## src/rtl/vry_bottle_sense.sv

```systemverilog
// Photo-eye qualifier: sync + debounce + minimum-gap gating producing valid_edge_f1.
// Optional bottle length measurement when BS_LEN_MEAS_EN is defined.
module vry_bottle_sense #(
   parameter int SYNC_STAGES = 2,
   parameter int DEB_CYC     = 16,
   parameter int MIN_GAP     = 1000,
   parameter int CNT_W       = 16
) (
   input  logic             clk_100,
   input  logic             nRST,
   input  logic             sensor_in,
   input  logic             sense_en,
   input  logic             b_p_clr,
   output logic             valid_edge_f1,
   output logic             bottle_present,
   output logic [CNT_W-1:0] bottle_cnt,
   output logic             gap_err,
   output logic             gap_err_flag,
   output logic [15:0]      b_len,
   output logic             b_len_vld
);

   // state   | meaning
   // EMPTY   | no bottle, waiting for sensor high
   // RISE    | sensor high, qualifying leading edge
   // PRESENT | bottle accepted as present
   // FALL    | sensor low, qualifying trailing edge
   typedef enum logic [1:0] {ST_EMPTY, ST_RISE, ST_PRESENT, ST_FALL} state_t;

   localparam logic [15:0] DEB_LAST  = 16'(DEB_CYC - 1);
   localparam logic [15:0] MIN_GAP_V = 16'(MIN_GAP);

   logic [SYNC_STAGES-1:0] sync_q;
   logic                   s;
   state_t                 state_q, state_d;
   logic [15:0]            dc_q, dc_d;
   logic [15:0]            gap_q;
   logic                   accept_pt, fall_done, take, reject;

   assign s = sync_q[SYNC_STAGES-1];

   always_ff @(posedge clk_100) begin
      if (!nRST) begin
         sync_q  <= '0;
         state_q <= ST_EMPTY;
         dc_q    <= '0;
      end else begin
         sync_q  <= {sync_q[SYNC_STAGES-2:0], sensor_in};
         state_q <= state_d;
         dc_q    <= dc_d;
      end
   end

   // dc >= DEB_LAST (not ==) lets DEB_CYC=1 resolve on the first RISE/FALL cycle
   always_comb begin
      state_d = state_q;
      dc_d    = dc_q;
      case (state_q)
         ST_EMPTY: begin
            if (s) begin
               state_d = ST_RISE;
               dc_d    = 16'd1;
            end
         end
         ST_RISE: begin
            if (!s)                  state_d = ST_EMPTY;
            else if (dc_q >= DEB_LAST) state_d = ST_PRESENT;
            else                     dc_d = dc_q + 16'd1;
         end
         ST_PRESENT: begin
            if (!s) begin
               state_d = ST_FALL;
               dc_d    = 16'd1;
            end
         end
         ST_FALL: begin
            if (s)                   state_d = ST_PRESENT;
            else if (dc_q >= DEB_LAST) state_d = ST_EMPTY;
            else                     dc_d = dc_q + 16'd1;
         end
         default: state_d = ST_EMPTY;
      endcase
   end

   always_comb begin
      accept_pt      = (state_q == ST_RISE) && s && (dc_q >= DEB_LAST);
      fall_done      = (state_q == ST_FALL) && !s && (dc_q >= DEB_LAST);
      bottle_present = (state_q == ST_PRESENT) || (state_q == ST_FALL);
      take           = accept_pt && sense_en && (gap_q >= MIN_GAP_V);
      reject         = accept_pt && sense_en && (gap_q < MIN_GAP_V);
   end

   // clear-then-count on bottle_cnt; set wins over clear on gap_err_flag
   always_ff @(posedge clk_100) begin
      if (!nRST) begin
         gap_q         <= MIN_GAP_V;
         valid_edge_f1 <= 1'b0;
         gap_err       <= 1'b0;
         gap_err_flag  <= 1'b0;
         bottle_cnt    <= '0;
      end else begin
         valid_edge_f1 <= take;
         gap_err       <= reject;
         gap_err_flag  <= reject | (gap_err_flag & ~b_p_clr);
         bottle_cnt    <= (b_p_clr ? '0 : bottle_cnt) + {{(CNT_W-1){1'b0}}, take};
         if (take)                  gap_q <= '0;
         else if (gap_q < MIN_GAP_V) gap_q <= gap_q + 16'd1;
      end
   end

`ifdef BS_LEN_MEAS_EN
   logic [15:0] len_q;
   logic        issued_q;

   always_ff @(posedge clk_100) begin
      if (!nRST) begin
         len_q     <= '0;
         issued_q  <= 1'b0;
         b_len     <= '0;
         b_len_vld <= 1'b0;
      end else begin
         b_len_vld <= 1'b0;
         // load 1 so the EMPTY cycle that first sees s=1 is part of the length
         if ((state_q == ST_EMPTY) && s) begin
            len_q    <= 16'd1;
            issued_q <= 1'b0;
         end else if ((state_q != ST_EMPTY) && s && (len_q != 16'hFFFF)) begin
            len_q <= len_q + 16'd1;
         end
         if (take) issued_q <= 1'b1;
         if (fall_done && issued_q) begin
            b_len     <= len_q;
            b_len_vld <= 1'b1;
         end
      end
   end
`else
   assign b_len     = '0;
   assign b_len_vld = 1'b0;
`endif

endmodule

```

## config.mk

```make
export PLATFORM = sky130hd
export DESIGN_NAME = vry_bottle_sense
export DESIGN_NICKNAME = d
export VERILOG_FILES = /design/src/rtl/vry_bottle_sense.sv
export SDC_FILE = /design/constraint.sdc
export NUM_CORES = 1
export LEC_CHECK = 0
export ABC_AREA = 1
export CAP_MARGIN = 0
export CORE_ASPECT_RATIO = 1.25
export CORE_MARGIN = 2
export CORE_UTILIZATION = 45
export CTS_CLUSTER_DIAMETER = 30
export CTS_CLUSTER_SIZE = 8
export DETAILED_ROUTE_END_ITERATION = 12
export MAX_ROUTING_LAYER = met4
export PLACE_DENSITY = 0.71
export SKIP_LAST_GASP = 1
export SLEW_MARGIN = 20
export SYNTH_ARGS = -nofsm -noshare
export SYNTH_HDL_FRONTEND = slang
export SYNTH_SLANG_ARGS = --single-unit
```

## constraint.sdc

```tcl
create_clock -name clk_100 -period 2.1 [get_ports clk_100]
set_input_delay 0.525 -clock clk_100 [delete_from_list [all_inputs] [get_ports clk_100]]
set_output_delay 0.525 -clock clk_100 [all_outputs]
set_load 0.02 [all_outputs]
```

==> results.txt <==
The run finished with clean final reports. For the H-tree depth, the log shows 2. The net switching power figure was 782 uW; the share of the clock period used by the worst path was 95.5%.

Routability-driven placement finished with a final weighted congestion of 0.897. In the layout the commonest cells are sky130_fd_sc_hd__nand2_1, sky130_fd_sc_hd__nor2_1, sky130_fd_sc_hd__dfxtp_1, sky130_fd_sc_hd__inv_1, sky130_fd_sc_hd__nand3_1. The run gives 31 as the number of core rows. Global routing used 18.8% of the available tracks across all layers.

With fillers left out, the area of the finished cells amounts to 3370 um2. At the end of the flow, the number of nets in the layout was 443. Compared with the post-synthesis result, the final layout area differs by 24.3%.

The share of total power dissipated in sequential elements is 46.5%. The tools report the number of antenna violations at the first check in global routing as 0. The type of element launching the critical path is a flop. Cells with a size suffix above 1 make up 17.1% of the layout. Global routing finished with a remaining overflow of 0. The via count of the first global-routing pass is 2391, and the biggest cell delay along the critical path is 0.66 ns. At the worst endpoint, the required time is 1.57 ns. The count of buffers added on input and output ports is 24. The mapped netlist covers 2710 um2.

After filler insertion, the fill cell instance count of the layout stands at 552. Counting I/O delays and the setup requirement, the final critical path takes 2.00 ns. For this design the static power due to leakage is 0.00147 uW. After floorplanning, the core was sized to cover 5820 um2.

TritonCTS built the clock tree. The internal portion of the total power is 1690 uW. Entering global routing, the biggest net connects 25 pins. The tree is rooted in a sky130_fd_sc_hd__clkbuf_8. Along the worst path, the maximum fanout reaches 5.

Leaving out fill and tap cells, the most frequent cell in the layout is sky130_fd_sc_hd__nand2_1. Traced cell by cell, the critical path runs through clkdlybuf4s50_1. 0 antenna diodes ended up in the layout. The clock arrives with 0.0120 ns of skew. The highest achievable clock rate was 499 MHz; the starting density of the core was 46.6%. Data on the critical path arrives at its endpoint at 1.48 ns. In this run the cell area measured after placement is 3120 um2.

Max-cap violations in this run came to 0. The average wire per standard cell works out to 11.5 um. In this run, distinct cell masters in the synthesized netlist total 32.

The endpoint class of the critical path is a primary output. In the final layout, the multi-input gates occupy 1410 um2. The detail route stage leaves a number of antenna-violating nets equal to 0. The sequential cell area was 1100 um2; the count of vias placed by the detailed router was 2443. Counting along the longest clock path gives a buffer depth of 2.

The tools report the aggregate routed wire length as 5.73 mm. A synthesized cell averages 7.10 um2. After clock tree synthesis, the clock-pin slew on the worst setup and hold paths is 0.11 ns. Setup repair after global routing could not meet its margin everywhere. The run gives 0.000613 V as the worst supply voltage drop on vdd.

The worst setup path is of the flop to primary output kind. The tools report the portion of total power attributed to the clock network as 29.2%. Dominant delay contributor by cell family on the critical path: buffers and inverters. The clock reaches the later pin of the worst-skew pair after 0.31 ns. Counting flops and latches in the post-synthesis netlist gives 55. In the final timing run, aggregate negative setup slack is 0 ns. Once detailed placement completed, the half-perimeter wirelength came to 4.25 mm. The first detailed-routing pass took 4 iterations. Sequential elements use 40.6% of the synthesized area.

The first global-routing pass estimated 9.89 mm of wire. Of the total power, the share spent switching nets is 31.6%. The logs give 382 for the number of cells produced by synthesis and 5 for the number of buffers created by CTS. The floorplan step defined a die boundary enclosing 6670 um2. In this run the horizontal extent of the chip is 73.5 um. Yosys printed 0 warnings. The final-report max-slew violation count is 0. The count of pins on the block boundary came out at 42.

The DRC violation count after routing is 0, and the mean number of vias per cell is 4.89. For this block, the initial DRC count from the detailed router was 114. The die is 90.8 um tall.

The completed layout was analyzed and its total power is 2470 uW. Power density relative to cell area: 733 nW/um2. Clock tree synthesis found a total of 55 sinks.

Buffer and inverter count on the worst path: 1. Setup violations remaining at the end of the flow were counted as 0. The min-delay analysis places its worst path in the category flop to flop.

The tools report the proportion of power drawn by combinational gates as 24.3%. After clock tree synthesis, the flow added hold-fix buffers numbering 0. The standard cell with the maximum stage delay on the critical path is sky130_fd_sc_hd__clkdlybuf4s50_1. The hold violation total from the final report was 0.
[power groups by stage]
stage               Sequential (uW)  Combinational, uW  Clock [uW]
global placement               1170                587           0
global route                   1160                687         781
floorplan                      1180                495           0
finish                         1150                601         723
detailed placement             1170                599           0
CTS                            1150                600         744
[state kept, by name (all words and copies together), names as in the netlist, named ones only]
signal	cells
bottle_cnt	16
dc_q	16
gap_q	16
sync_q	2
gap_err	1
gap_err_flag	1
state_q	1
valid_edge_f1	1
[cell families (layout without fill, tap and decap cells)]
| family | Yosys count | after routing | synth area share (%) |
|---|---|---|---|
| compound gates | 28 | 28 | 6.41 |
| fa+ha+maj | 5 | 5 | 2.31 |
| simple gates | 212 | 212 | 35.6 |
| other cells | 1 | 17 | 0.138 |
| flops | 55 | 55 | 40.6 |
| buf+inv | 77 | 113 | 13.7 |
| xor+xnor | 4 | 4 | 1.29 |
[per-stage QoR]
| step | utilization (%) | worst slack (ns) | std cells | hold WS [ns] |
|---|---|---|---|---|
| floorplan | - | 0.00190 | 398 | 0.390 |
| global placement | 53.7 | -0.195 | 489 | 0.395 |
| detailed placement | 53.7 | -0.214 | 489 | 0.397 |
| CTS | 56.2 | 0.00198 | 497 | 0.420 |
| global route | 58.0 | -0.0296 | 500 | 0.448 |
| finish | 58.0 | 0.0955 | 500 | 0.418 |
[cells in the mapped netlist]
library cell,instances,area share (%)
sky130_fd_sc_hd__nor2_4,1,0.41
sky130_fd_sc_hd__a21oi_4,1,0.60
sky130_fd_sc_hd__inv_1,49,6.8
sky130_fd_sc_hd__a21oi_2,1,0.32
sky130_fd_sc_hd__buf_1,1,0.14
sky130_fd_sc_hd__nor4_1,1,0.23
sky130_fd_sc_hd__clkinv_1,1,0.14
sky130_fd_sc_hd__a211oi_1,2,0.55
sky130_fd_sc_hd__xor2_1,3,0.97
sky130_fd_sc_hd__nand3_1,43,7.9
sky130_fd_sc_hd__nor2_2,4,0.92
sky130_fd_sc_hd__buf_6,2,0.83
sky130_fd_sc_hd__dfxtp_1,55,41
sky130_fd_sc_hd__nor2_1,70,9.7
sky130_fd_sc_hd__xnor2_1,1,0.32
sky130_fd_sc_hd__nand2_1,68,9.4
sky130_fd_sc_hd__nor3_1,2,0.37
sky130_fd_sc_hd__buf_4,18,5.0
sky130_fd_sc_hd__a21oi_1,15,2.8
sky130_fd_sc_hd__nand3b_1,3,0.83
sky130_fd_sc_hd__ha_1,5,2.3
sky130_fd_sc_hd__o21ai_4,1,0.60
sky130_fd_sc_hd__clkbuf_1,4,0.55
sky130_fd_sc_hd__nand2_4,4,1.7
sky130_fd_sc_hd__nand2_2,3,0.69
sky130_fd_sc_hd__conb_1,1,0.14
sky130_fd_sc_hd__nand3_2,3,1.1
sky130_fd_sc_hd__inv_2,2,0.28
sky130_fd_sc_hd__o21ai_0,7,1.3
sky130_fd_sc_hd__nor3b_1,1,0.28
sky130_fd_sc_hd__nand4_1,9,2.1
sky130_fd_sc_hd__o21bai_1,1,0.28
[what timing repair did]
action / in CTS / in global routing
endpoints found under the setup margin: 3 / 13
pin swaps: 2 / 10
gates cloned: 0 / 0
gates resized for setup: 9 / 21
buffers inserted: 0 / 3
[final timing paths]
path | from | to | slack [ns] | cells past startpoint
max | bottle_cnt[3] | bottle_cnt[3] | 0.1 | 1
min reg2reg | sync_q[0] | sync_q[1] | 0.42 | 2
min | sync_q[0] | sync_q[1] | 0.42 | 2
max reg2reg | dc_q[1] | bottle_cnt[10] | 0.1 | 16
[layer usage]
layer  track usage (%)  vias to the layer above  wire length, um
met5                 -                        -                0
met1              20.1                     1120             2380
li1                  -                     1269                -
met3              3.68                       14              180
met2              33.0                       40             3020
met4              7.58                        0              152
[cell type report]
class	instances	share of cell area, %
clock inverters	3	1.41
repair buffers	53	13.9
clock buffers	5	2.04
flip-flops and latches	55	32.7
well taps	66	2.45
multi-input cells	266	41.7
inverters	52	5.79
No activity file was read; power rests on OpenSTA's default activity.
